[src/rtl/if_fetch_queue_pkg.sv]
`default_nettype none
// ============================================================================
// Module  : if_fetch_queue_pkg
// Brief   : Shared defaults, entry-width helper and fire encoding for the
//           instruction fetch queue.
// Revision: 1.0 - initial release
// ============================================================================
package if_fetch_queue_pkg;

    localparam int unsigned c_DEF_DEPTH   = 4;
    localparam int unsigned c_DEF_PC_W    = 32;
    localparam int unsigned c_DEF_INSTR_W = 32;

    // Entry packing is {pc, instr}, matching the IF->ID stage data layout
    function automatic int unsigned fq_data_w(input int unsigned pc_w,
                                              input int unsigned instr_w);
        return pc_w + instr_w;
    endfunction

    typedef enum logic [1:0] {
        FIRE_NONE = 2'b00,
        FIRE_DEQ  = 2'b01,
        FIRE_ENQ  = 2'b10,
        FIRE_BOTH = 2'b11
    } fire_e;

endpackage : if_fetch_queue_pkg
`default_nettype wire

[src/rtl/if_fetch_queue_if.sv]
`default_nettype none
// ============================================================================
// Module  : if_fetch_queue_if
// Brief   : Fetch-side and decode-side handshake bundle of the fetch queue.
// Revision: 1.0 - initial release
// ============================================================================
interface if_fetch_queue_if
    import if_fetch_queue_pkg::*;
#(
    parameter int unsigned DEPTH   = c_DEF_DEPTH,
    parameter int unsigned PC_W    = c_DEF_PC_W,
    parameter int unsigned INSTR_W = c_DEF_INSTR_W
) ();

    logic                     fs_valid;
    logic [PC_W-1:0]          fs_pc;
    logic [INSTR_W-1:0]       fs_instr;
    logic                     fq_allow_in;
    logic                     flush;
    logic                     fq_valid;
    logic [PC_W-1:0]          fq_pc;
    logic [INSTR_W-1:0]       fq_instr;
    logic                     ds_allow_in;
    logic [$clog2(DEPTH):0]   fq_count;

    // Driver side: IF stage, branch controller and fs_ds_reg
    modport master (
        output fs_valid, fs_pc, fs_instr, flush, ds_allow_in,
        input  fq_allow_in, fq_valid, fq_pc, fq_instr, fq_count
    );

    modport slave (
        input  fs_valid, fs_pc, fs_instr, flush, ds_allow_in,
        output fq_allow_in, fq_valid, fq_pc, fq_instr, fq_count
    );

endinterface : if_fetch_queue_if
`default_nettype wire

[src/rtl/if_fetch_queue_fq_ptr_ctrl.sv]
`default_nettype none
// ============================================================================
// Module  : fq_ptr_ctrl
// Brief   : Read/write pointers, occupancy counter and fire logic of the
//           fetch queue.
// Revision: 1.0 - initial release
// ============================================================================
module fq_ptr_ctrl
    import if_fetch_queue_pkg::*;
#(
    parameter int unsigned DEPTH = c_DEF_DEPTH
) (
    input  wire logic                       clk,
    input  wire logic                       reset,
    input  wire logic                       i_fs_valid,
    input  wire logic                       i_flush,
    input  wire logic                       i_ds_allow_in,
    output logic [$clog2(DEPTH)-1:0]        o_wr_ptr,
    output logic [$clog2(DEPTH)-1:0]        o_rd_ptr,
    output logic [$clog2(DEPTH):0]          o_count,
    output logic                            o_allow_in,
    output logic                            o_valid,
    output logic                            o_enq
);

    localparam int unsigned c_PTR_W = $clog2(DEPTH);
    localparam int unsigned c_CNT_W = c_PTR_W + 1;
    localparam logic [c_CNT_W-1:0] c_FULL = c_CNT_W'(DEPTH);

    logic [c_PTR_W-1:0] r_wr_ptr;
    logic [c_PTR_W-1:0] r_rd_ptr;
    logic [c_CNT_W-1:0] r_count;
    logic               w_deq;
    fire_e              w_fire;

    // allow_in depends on registered count only: a full queue never accepts
    // in the same cycle it drains
    assign o_allow_in = (r_count != c_FULL);
    assign o_valid    = (r_count != '0) & ~i_flush;
    assign o_enq      = i_fs_valid & o_allow_in & ~i_flush;
    assign w_deq      = o_valid & i_ds_allow_in;
    assign w_fire     = fire_e'({o_enq, w_deq});

    always_ff @(posedge clk or negedge reset) begin
        if (!reset) begin
            r_wr_ptr <= '0;
            r_rd_ptr <= '0;
            r_count  <= '0;
        end else if (i_flush) begin
            r_wr_ptr <= '0;
            r_rd_ptr <= '0;
            r_count  <= '0;
        end else begin
            case (w_fire)
                FIRE_ENQ: begin
                    r_wr_ptr <= r_wr_ptr + c_PTR_W'(1);
                    r_count  <= r_count + c_CNT_W'(1);
                end
                FIRE_DEQ: begin
                    r_rd_ptr <= r_rd_ptr + c_PTR_W'(1);
                    r_count  <= r_count - c_CNT_W'(1);
                end
                FIRE_BOTH: begin
                    r_wr_ptr <= r_wr_ptr + c_PTR_W'(1);
                    r_rd_ptr <= r_rd_ptr + c_PTR_W'(1);
                end
                default: ;
            endcase
        end
    end

    assign o_wr_ptr = r_wr_ptr;
    assign o_rd_ptr = r_rd_ptr;
    assign o_count  = r_count;

endmodule : fq_ptr_ctrl
`default_nettype wire

[src/rtl/if_fetch_queue.sv]
`default_nettype none
// ============================================================================
// Module  : if_fetch_queue
// Brief   : DEPTH-entry {pc, instr} queue between IF and fs_ds_reg with
//           valid/allow_in handshakes and branch flush.
// Revision: 1.0 - initial release
// ============================================================================
module if_fetch_queue
    import if_fetch_queue_pkg::*;
#(
    parameter int unsigned DEPTH   = c_DEF_DEPTH,
    parameter int unsigned PC_W    = c_DEF_PC_W,
    parameter int unsigned INSTR_W = c_DEF_INSTR_W
) (
    input  wire logic         clk,
    input  wire logic         reset,
    if_fetch_queue_if.slave   bus
);

    localparam int unsigned c_DATA_W = fq_data_w(PC_W, INSTR_W);
    localparam int unsigned c_PTR_W  = $clog2(DEPTH);

    logic [c_DATA_W-1:0]    r_mem [DEPTH];
    logic [c_PTR_W-1:0]     w_wr_ptr;
    logic [c_PTR_W-1:0]     w_rd_ptr;
    logic [c_PTR_W:0]       w_count;
    logic                   w_allow_in;
    logic                   w_valid;
    logic                   w_enq;
    logic [c_DATA_W-1:0]    w_head;

    fq_ptr_ctrl #(
        .DEPTH          (DEPTH)
    ) u_ptr_ctrl (
        .clk            (clk),
        .reset          (reset),
        .i_fs_valid     (bus.fs_valid),
        .i_flush        (bus.flush),
        .i_ds_allow_in  (bus.ds_allow_in),
        .o_wr_ptr       (w_wr_ptr),
        .o_rd_ptr       (w_rd_ptr),
        .o_count        (w_count),
        .o_allow_in     (w_allow_in),
        .o_valid        (w_valid),
        .o_enq          (w_enq)
    );

    // Storage is cleared on reset so the head outputs are never X
    always_ff @(posedge clk or negedge reset) begin
        if (!reset) begin
            for (int i = 0; i < int'(DEPTH); i++) begin
                r_mem[i] <= '0;
            end
        end else if (w_enq) begin
            r_mem[w_wr_ptr] <= {bus.fs_pc, bus.fs_instr};
        end
    end

    assign w_head          = r_mem[w_rd_ptr];
    assign bus.fq_pc       = w_head[c_DATA_W-1:INSTR_W];
    assign bus.fq_instr    = w_head[INSTR_W-1:0];
    assign bus.fq_valid    = w_valid;
    assign bus.fq_allow_in = w_allow_in;
    assign bus.fq_count    = w_count;

endmodule : if_fetch_queue
`default_nettype wire

[src/flat_wrapper.sv]
// flat-port wrapper written by rule: the top's interface ports become plain ports
module if_fetch_queue_flat import if_fetch_queue_pkg::*;
#(
    parameter int unsigned DEPTH   = c_DEF_DEPTH,
    parameter int unsigned PC_W    = c_DEF_PC_W,
    parameter int unsigned INSTR_W = c_DEF_INSTR_W
)
  (clk, reset, bus_fs_valid, bus_fs_pc, bus_fs_instr, bus_flush, bus_ds_allow_in, bus_fq_allow_in, bus_fq_valid, bus_fq_pc, bus_fq_instr, bus_fq_count);
  if_fetch_queue_if #(.DEPTH(DEPTH), .PC_W(PC_W), .INSTR_W(INSTR_W)) bus_i ();
  input  wire logic clk;
  input  wire logic reset;
  input wire logic [$bits(bus_i.fs_valid)-1:0] bus_fs_valid;
  input wire logic [$bits(bus_i.fs_pc)-1:0] bus_fs_pc;
  input wire logic [$bits(bus_i.fs_instr)-1:0] bus_fs_instr;
  input wire logic [$bits(bus_i.flush)-1:0] bus_flush;
  input wire logic [$bits(bus_i.ds_allow_in)-1:0] bus_ds_allow_in;
  output wire logic [$bits(bus_i.fq_allow_in)-1:0] bus_fq_allow_in;
  output wire logic [$bits(bus_i.fq_valid)-1:0] bus_fq_valid;
  output wire logic [$bits(bus_i.fq_pc)-1:0] bus_fq_pc;
  output wire logic [$bits(bus_i.fq_instr)-1:0] bus_fq_instr;
  output wire logic [$bits(bus_i.fq_count)-1:0] bus_fq_count;
  assign bus_i.fs_valid = bus_fs_valid;
  assign bus_i.fs_pc = bus_fs_pc;
  assign bus_i.fs_instr = bus_fs_instr;
  assign bus_i.flush = bus_flush;
  assign bus_i.ds_allow_in = bus_ds_allow_in;
  assign bus_fq_allow_in = bus_i.fq_allow_in;
  assign bus_fq_valid = bus_i.fq_valid;
  assign bus_fq_pc = bus_i.fq_pc;
  assign bus_fq_instr = bus_i.fq_instr;
  assign bus_fq_count = bus_i.fq_count;
  if_fetch_queue #(.DEPTH(DEPTH), .PC_W(PC_W), .INSTR_W(INSTR_W)) u_core (.clk(clk), .reset(reset), .bus(bus_i));
endmodule
[config.mk]
export PLATFORM = sky130hd
export DESIGN_NAME = if_fetch_queue_flat
export DESIGN_NICKNAME = d
export VERILOG_FILES = /design/src/rtl/if_fetch_queue_pkg.sv /design/src/rtl/if_fetch_queue_if.sv /design/src/rtl/if_fetch_queue_fq_ptr_ctrl.sv /design/src/rtl/if_fetch_queue.sv /design/src/flat_wrapper.sv
export SDC_FILE = /design/constraint.sdc
export NUM_CORES = 1
export LEC_CHECK = 0
export BUFFER_PORTS_ARGS = -buffer_cell sky130_fd_sc_hd__buf_4
export CAP_MARGIN = 20
export CORE_ASPECT_RATIO = 1.1
export CORE_MARGIN = 2
export CORE_UTILIZATION = 55
export DETAILED_ROUTE_END_ITERATION = 8
export GPL_ROUTABILITY_DRIVEN = 0
export PLACE_DENSITY = 0.82
export SYNTH_ARGS = -nofsm -noshare
export SYNTH_HDL_FRONTEND = slang
export SYNTH_SLANG_ARGS = --single-unit
export TNS_END_PERCENT = 10
[constraint.sdc]
create_clock -name clk -period 3.9 [get_ports clk]
set_input_delay 0.195 -clock clk [delete_from_list [all_inputs] [get_ports clk]]
set_output_delay 0.195 -clock clk [all_outputs]
set_load 0.01 [all_outputs]
==> out/qor.yml, run 1 <==
drt-initial-drc-count: 326
clk_latency_ns: 0.53
final_max_slew_viol_count: 0
htree_levels: 1
maxCapViolations: 0
io_pins: 138
grt_setup_unrepaired: "no"
relSlewSlack_pct: 29.3
crit_chain: "buf_12 -> mux4_2 -> buf_4"
clockPowerShare_pct: 22.8
critPathLaunchType: "flop"
fin_crit_ns: 2.76
pwr-share-seq_pct: 42.5
critPathMaxStageDelay_ns: 0.87
setup_tns_ns: 0
worst_pin_slew_ns: 1.06
grt_pass1_vias: 7550
gr-total-overflow: 0
fp.dieW_um: 144
route.vias.total: 6629
fin_crit_sh_pct: 70.8
die_area_um2: 22800
path_max_fanout: 35
rows: 56
synth-seq-cells: 263
switching_share_pct: 28.2
worstHoldPathType: "in -> reg"
antenna_found_initial: 0
yosysSeqAreaShare_pct: 55.4
powerDensity_nw_per_um2: 745
arrival_ns: 2.56
fp.coreArea_um2: 21200
root_buffer: "clkbuf_16"
p_comb_share_pct: 34.7
ys_warn_count: 0
synth_area_um2: 11900
cts-resized-gates: 0
vdd_ir_drop_max_v: 0.000362
antenna_cells: 0
end_kind: "output port"
clkTransAtPathRegs_ns: 0.06
die_y_um: 158
cts_buffer_depth: 3
portBuffers: 137
synthTopCellsByCount: "263 x dfrtp_1, 197 x mux2_2, 64 x mux4_2"
setup_slack_ns: 1.14
ys.flop_type: "dfrtp_1"
start_util_pct: 56.0
min_from: "bus_ds_allow_in"
synth-edff-count: 0
worst_ep_required_time_ns: 3.70
ys_top_cells_by_area: "dfrtp_1 55%, mux2_2 19%, mux4_2 12%, mux2_4 7.6%, buf_6 1.9%"
synth_top_area_share_pct: 55.4
synthCells: 674
power.internal_mw: 7.76
route.final.wire_length_um: 24800
post-place-ws_ns: 1.38
dp_hpwl_um: 15000
cp-startpoint: "u_core.u_ptr_ctrl.o_rd_ptr[0]"
grt_start_max_net_pins: 136
cts_setup_buffers: 0
clock-sinks: 263
worstSetupPathType: "reg -> out"
cts_made_buffers: 26
wl_per_cell_um: 21.1
skew_ns: 0.00763
hold_buffers: 67
finalHoldViolCount: 0
drt_pre_antenna_iters: 4
async_flop_share_pct: 100
r2r-start: "u_core.u_ptr_ctrl.o_count[1]"
grt.total_usage_pct: 22.6
synth.avg_cell_area_um2: 17.6
cts_tree: "done"
synth_cell_types: 31
max_freq_ghz: 0.362
status: "finished clean"
path_buf_inv: 2
syn_nets: 748
drc_errors: 0
p_sw_mw: 3.04
yosysTopAreaCell: "dfrtp_1"
yosysMostFrequentCell: "dfrtp_1"
via_per_inst: 5.62
cp_top_family: "flip-flops"
nets: 945
slowest_stage: "dfrtp_4"
finalSetupViolations: 0
area_delta_synth_final_pct: 22.1
grt_pass1_wl_um: 40100
drive_gt1_share_pct: 57.5
ant_nets: 0
p_leak_nw: 6.58
through the flow:
step	hold WS [ns]	area (um2)	utilization, %	cells	power (mW)
floorplan	-0.101	11900	-	674	6.88
global placement	0.359	13000	61.1	1066	8.03
detailed placement	0.387	13000	61.1	1066	8.33
CTS	0.0549	14500	68.3	1180	10.9
global route	0.0695	14500	68.3	1180	11.4
finish	0.0773	14500	68.3	1180	10.8
worst reg2reg max path: stages (launching register included):
cell	delay, ns
dfrtp_1	0.46
or3b_1	0.49
nor3b_4	0.22
nand2_4	0.76
mux2_2	0.48
power by group through the flow:
stage / logic [mW] / registers [mW] / clock network (mW)
6_report: 3.75 / 4.59 / 2.46
3_5_place_dp: 3.72 / 4.61 / 0
4_1_cts: 3.80 / 4.58 / 2.50
3_3_place_gp: 3.57 / 4.46 / 0
2_1_floorplan: 2.60 / 4.28 / 0
5_1_grt: 4.01 / 4.72 / 2.63
layer usage:
layer  GRT usage [%]  wire length, um  vias up
met5               0                0        -
met4            7.26              670        0
met3            4.26             1170       43
met2            38.5            12600      160
met1            29.7            10400     3524
li1                -                -     2902
worst paths after layout:
path | to | slack, ns | depth (start not counted)
min | u_core.u_ptr_ctrl.o_count[2] | 0.08 | 3
max reg2reg | u_core.r_mem[104] | 1.37 | 4
min in group asynchronous | u_core.r_mem[142] | 0.33 | 2
max in group asynchronous | u_core.r_mem[176] | 2.42 | 3
min reg2reg | u_core.r_mem[73] | 0.50 | 1
max | bus_fq_instr[21] | 1.14 | 3
layout make-up:
| class | count | area, um2 |
|---|---|---|
| fill | 1383 | 6730 |
| sequential | 263 | 6590 |
| multi-input combinational | 366 | 4890 |
| timing repair buffer | 210 | 1790 |
| clock buffer | 44 | 840 |
| tap | 290 | 363 |
| clock inverter | 3 | 15.0 |
| inverter | 4 | 15.0 |
flip-flops by register name, indices dropped and copies added, names as in the netlist:
register / count
u_core.u_ptr_ctrl.o_wr_ptr: 2
u_core.r_mem: 256
u_core.u_ptr_ctrl.o_rd_ptr: 2
u_core.u_ptr_ctrl.o_count: 3
logic make-up after synthesis:
kind of cell,Yosys count,share of synthesized area (%)
compound gates,11,0.516
mux,322,38.5
xor+xnor,3,0.221
simple gates,25,1.24
fa+ha+maj,5,0.590
buf+inv,45,3.56
flops,263,55.4
cells in the final DEF (no fill, tap or decap), types with 2 or more instances in the layout:
cell type,count
clkbuf_1,7
nand2_1,4
mux2_4,60
dlygate4sd3_1,67
buf_4,139
inv_1,4
buf_12,3
mux2_2,197
a21oi_1,4
mux4_2,64
nand3_1,2
nand2_4,3
dfrtp_1,261
clkbuf_16,27
clkinv_2,3
nand2b_1,3
clkbuf_8,10
o22ai_1,2
xor2_1,2
ha_1,4
o21ai_0,3
nor2_1,7
(Power assumes the default switching activity.)
==> run 2: changes to the inputs <==
clock period = 2.7 ns   (was 3.9 ns; I/O delays follow)
==> run 2 against run 1 <==
Against the previous run:
- first-iteration DRC count increased by 0.61%
- die area unchanged
- worst setup slack got worse by 0.81 ns
- flip-flop and latch count unchanged
- utilization increased by 1.2 points
- critical endpoint unchanged
- worst hold slack improved by 0.16 ns
==> out/qor.yml, run 2 (synthesized netlist as in run 1, its figures left out) <==
skew_ns: 0.0112
path_max_fanout: 27
arrival_ns: 2.23
cts_made_buffers: 27
cts_tree: "done"
drt_pre_antenna_iters: 4
setup_tns_ns: 0
final_util_pct: 69.5
critPathLaunchType: "flop"
htree_levels: 1
worstSetupPathType: "reg -> out"
clockPowerShare_pct: 23.6
start_util_pct: 56.0
antenna_found_initial: 0
route.final.wire_length_um: 25200
r2r_cells: 5
grt_pass1_vias: 7461
p_leak_nw: 6.70
clk_latency_ns: 0.53
p_comb_share_pct: 34.9
fin_crit_sh_pct: 87.6
cts_buffer_depth: 3
layout_common_cells: "261 x dfrtp_1, 197 x mux2_2, 140 x buf_4"
fill_cells: 1342
fp.coreArea_um2: 21200
die_area_um2: 22800
route.vias.total: 6722
holdWs_ns: 0.233
grt_pass1_wl_um: 40300
worst_pin_slew_ns: 0.759
end_kind: "output port"
grt.total_usage_pct: 22.7
p_sw_mw: 4.41
power.total_mw: 15.8
root_buffer: "clkbuf_16"
clock-sinks: 263
nets: 958
fp.dieW_um: 144
wl_per_cell_um: 21.2
powerDensity_nw_per_um2: 1070
r2r_slack_ns: 0.48
r2r-end: "u_core.r_mem[107]"
drive_gt1_share_pct: 57.8
portBuffers: 137
cts_setup_buffers: 0
area_delta_synth_final_pct: 24.1
drc_errors: 0
grt_start_max_net_pins: 99
vdd_ir_drop_max_v: 0.000529
cp_top_family: "flip-flops"
gr-total-overflow: 0
grt_setup_unrepaired: "no"
finalHoldViolCount: 0
power.internal_mw: 11.4
antenna_cells: 0
largest_reg_flops: 256
io_pins: 138
slowest_stage: "dfrtp_4"
fin_crit_ns: 2.37
dp_hpwl_um: 15600
finalSetupViolations: 0
critPathMaxStageDelay_ns: 0.64
final_common_cell: "dfrtp_1"
worstHoldPathType: "in -> async"
crit_chain: "buf_12 -> mux4_2 -> buf_4"
switching_share_pct: 27.9
pwr-share-seq_pct: 41.5
regMostFlops: "u_core.r_mem"
maxCapViolations: 0
rows: 56
final_max_slew_viol_count: 0
max_freq_ghz: 0.423
die_y_um: 158
relSlewSlack_pct: 49.4
drt-initial-drc-count: 328
r2r-start: "u_core.u_ptr_ctrl.o_count[1]"
clkTransAtPathRegs_ns: 0.06
path_buf_inv: 2
ant_nets: 0
via_per_inst: 5.64
status: "finished clean"
worst_ep_required_time_ns: 2.57
-- run 2: area by class of cell --
class / count / area, um2 / share of cell area, %
sequential: 263 / 6590 / 44.7
multi-input combinational: 366 / 4890 / 33.2
timing repair buffer: 222 / 2010 / 13.6
clock buffer: 40 / 774 / 5.25
tap: 290 / 363 / 2.46
clock inverter: 6 / 109 / 0.738
inverter: 4 / 15.0 / 0.102
-- run 2: worst max-delay path by stage --
stage | startpoint | endpoint | slack (ns) | cells past startpoint
detailed placement | u_core.u_ptr_ctrl.o_count[1] | u_core.r_mem[111] | 0.49 | 5
global placement | u_core.u_ptr_ctrl.o_count[1] | u_core.r_mem[94] | 0.60 | 5
floorplan | u_core.u_ptr_ctrl.o_count[1] | u_core.r_mem[0] | 0.75 | 5
finish | u_core.u_ptr_ctrl.o_rd_ptr[0] | bus_fq_instr[21] | 0.33 | 3
CTS | u_core.u_ptr_ctrl.o_rd_ptr[0] | bus_fq_pc[31] | 0.29 | 3
global route | u_core.u_ptr_ctrl.o_rd_ptr[0] | bus_fq_instr[4] | 0.22 | 3
-- run 2: layer usage --
layer | part of all wire [%] | vias up | wire (um) | global-route usage [%]
met4 | 1.7 | 0 | 429 | 5.96
met3 | 4.1 | 37 | 1030 | 3.09
met1 | 42 | 3592 | 10600 | 30.3
met5 | 0 | - | 0 | 0
met2 | 52 | 165 | 13200 | 39.6
li1 | - | 2928 | - | -
-- run 2: worst reg2reg max path, delay by kind of cell (launching register included) --
kind                   cells  cell delay, ns
buffers and inverters      1            0.41
DFF                        1            0.46
muxes                      1            0.42
and+or+nand+nor            3            0.82
-- run 2: metrics by stage --
step / instances / worst slack [ns] / instance area [um2]
after floorplan: 674 / 0.749 / 11900
after global placement: 1077 / 0.600 / 13200
after detailed placement: 1077 / 0.494 / 13200
after CTS: 1191 / 0.290 / 14700
after global routing: 1191 / 0.223 / 14700
final: 1191 / 0.335 / 14700
-- run 2: power groups by stage --
| stage | clock (mW) | combinational [mW] | sequential (mW) |
|---|---|---|---|
| after floorplan | 0 | 3.75 | 6.19 |
| after global placement | 0 | 5.29 | 6.40 |
| after detailed placement | 0 | 5.49 | 6.59 |
| after CTS | 3.79 | 5.61 | 6.56 |
| after global routing | 3.97 | 5.92 | 6.76 |
| final | 3.73 | 5.53 | 6.57 |
-- run 2: repair_timing --
action | 4_1_cts | 5_1_grt
gates resized for setup | 0 | 0
endpoints found under the hold margin | 354 | 0
hold buffers | 68 | 0
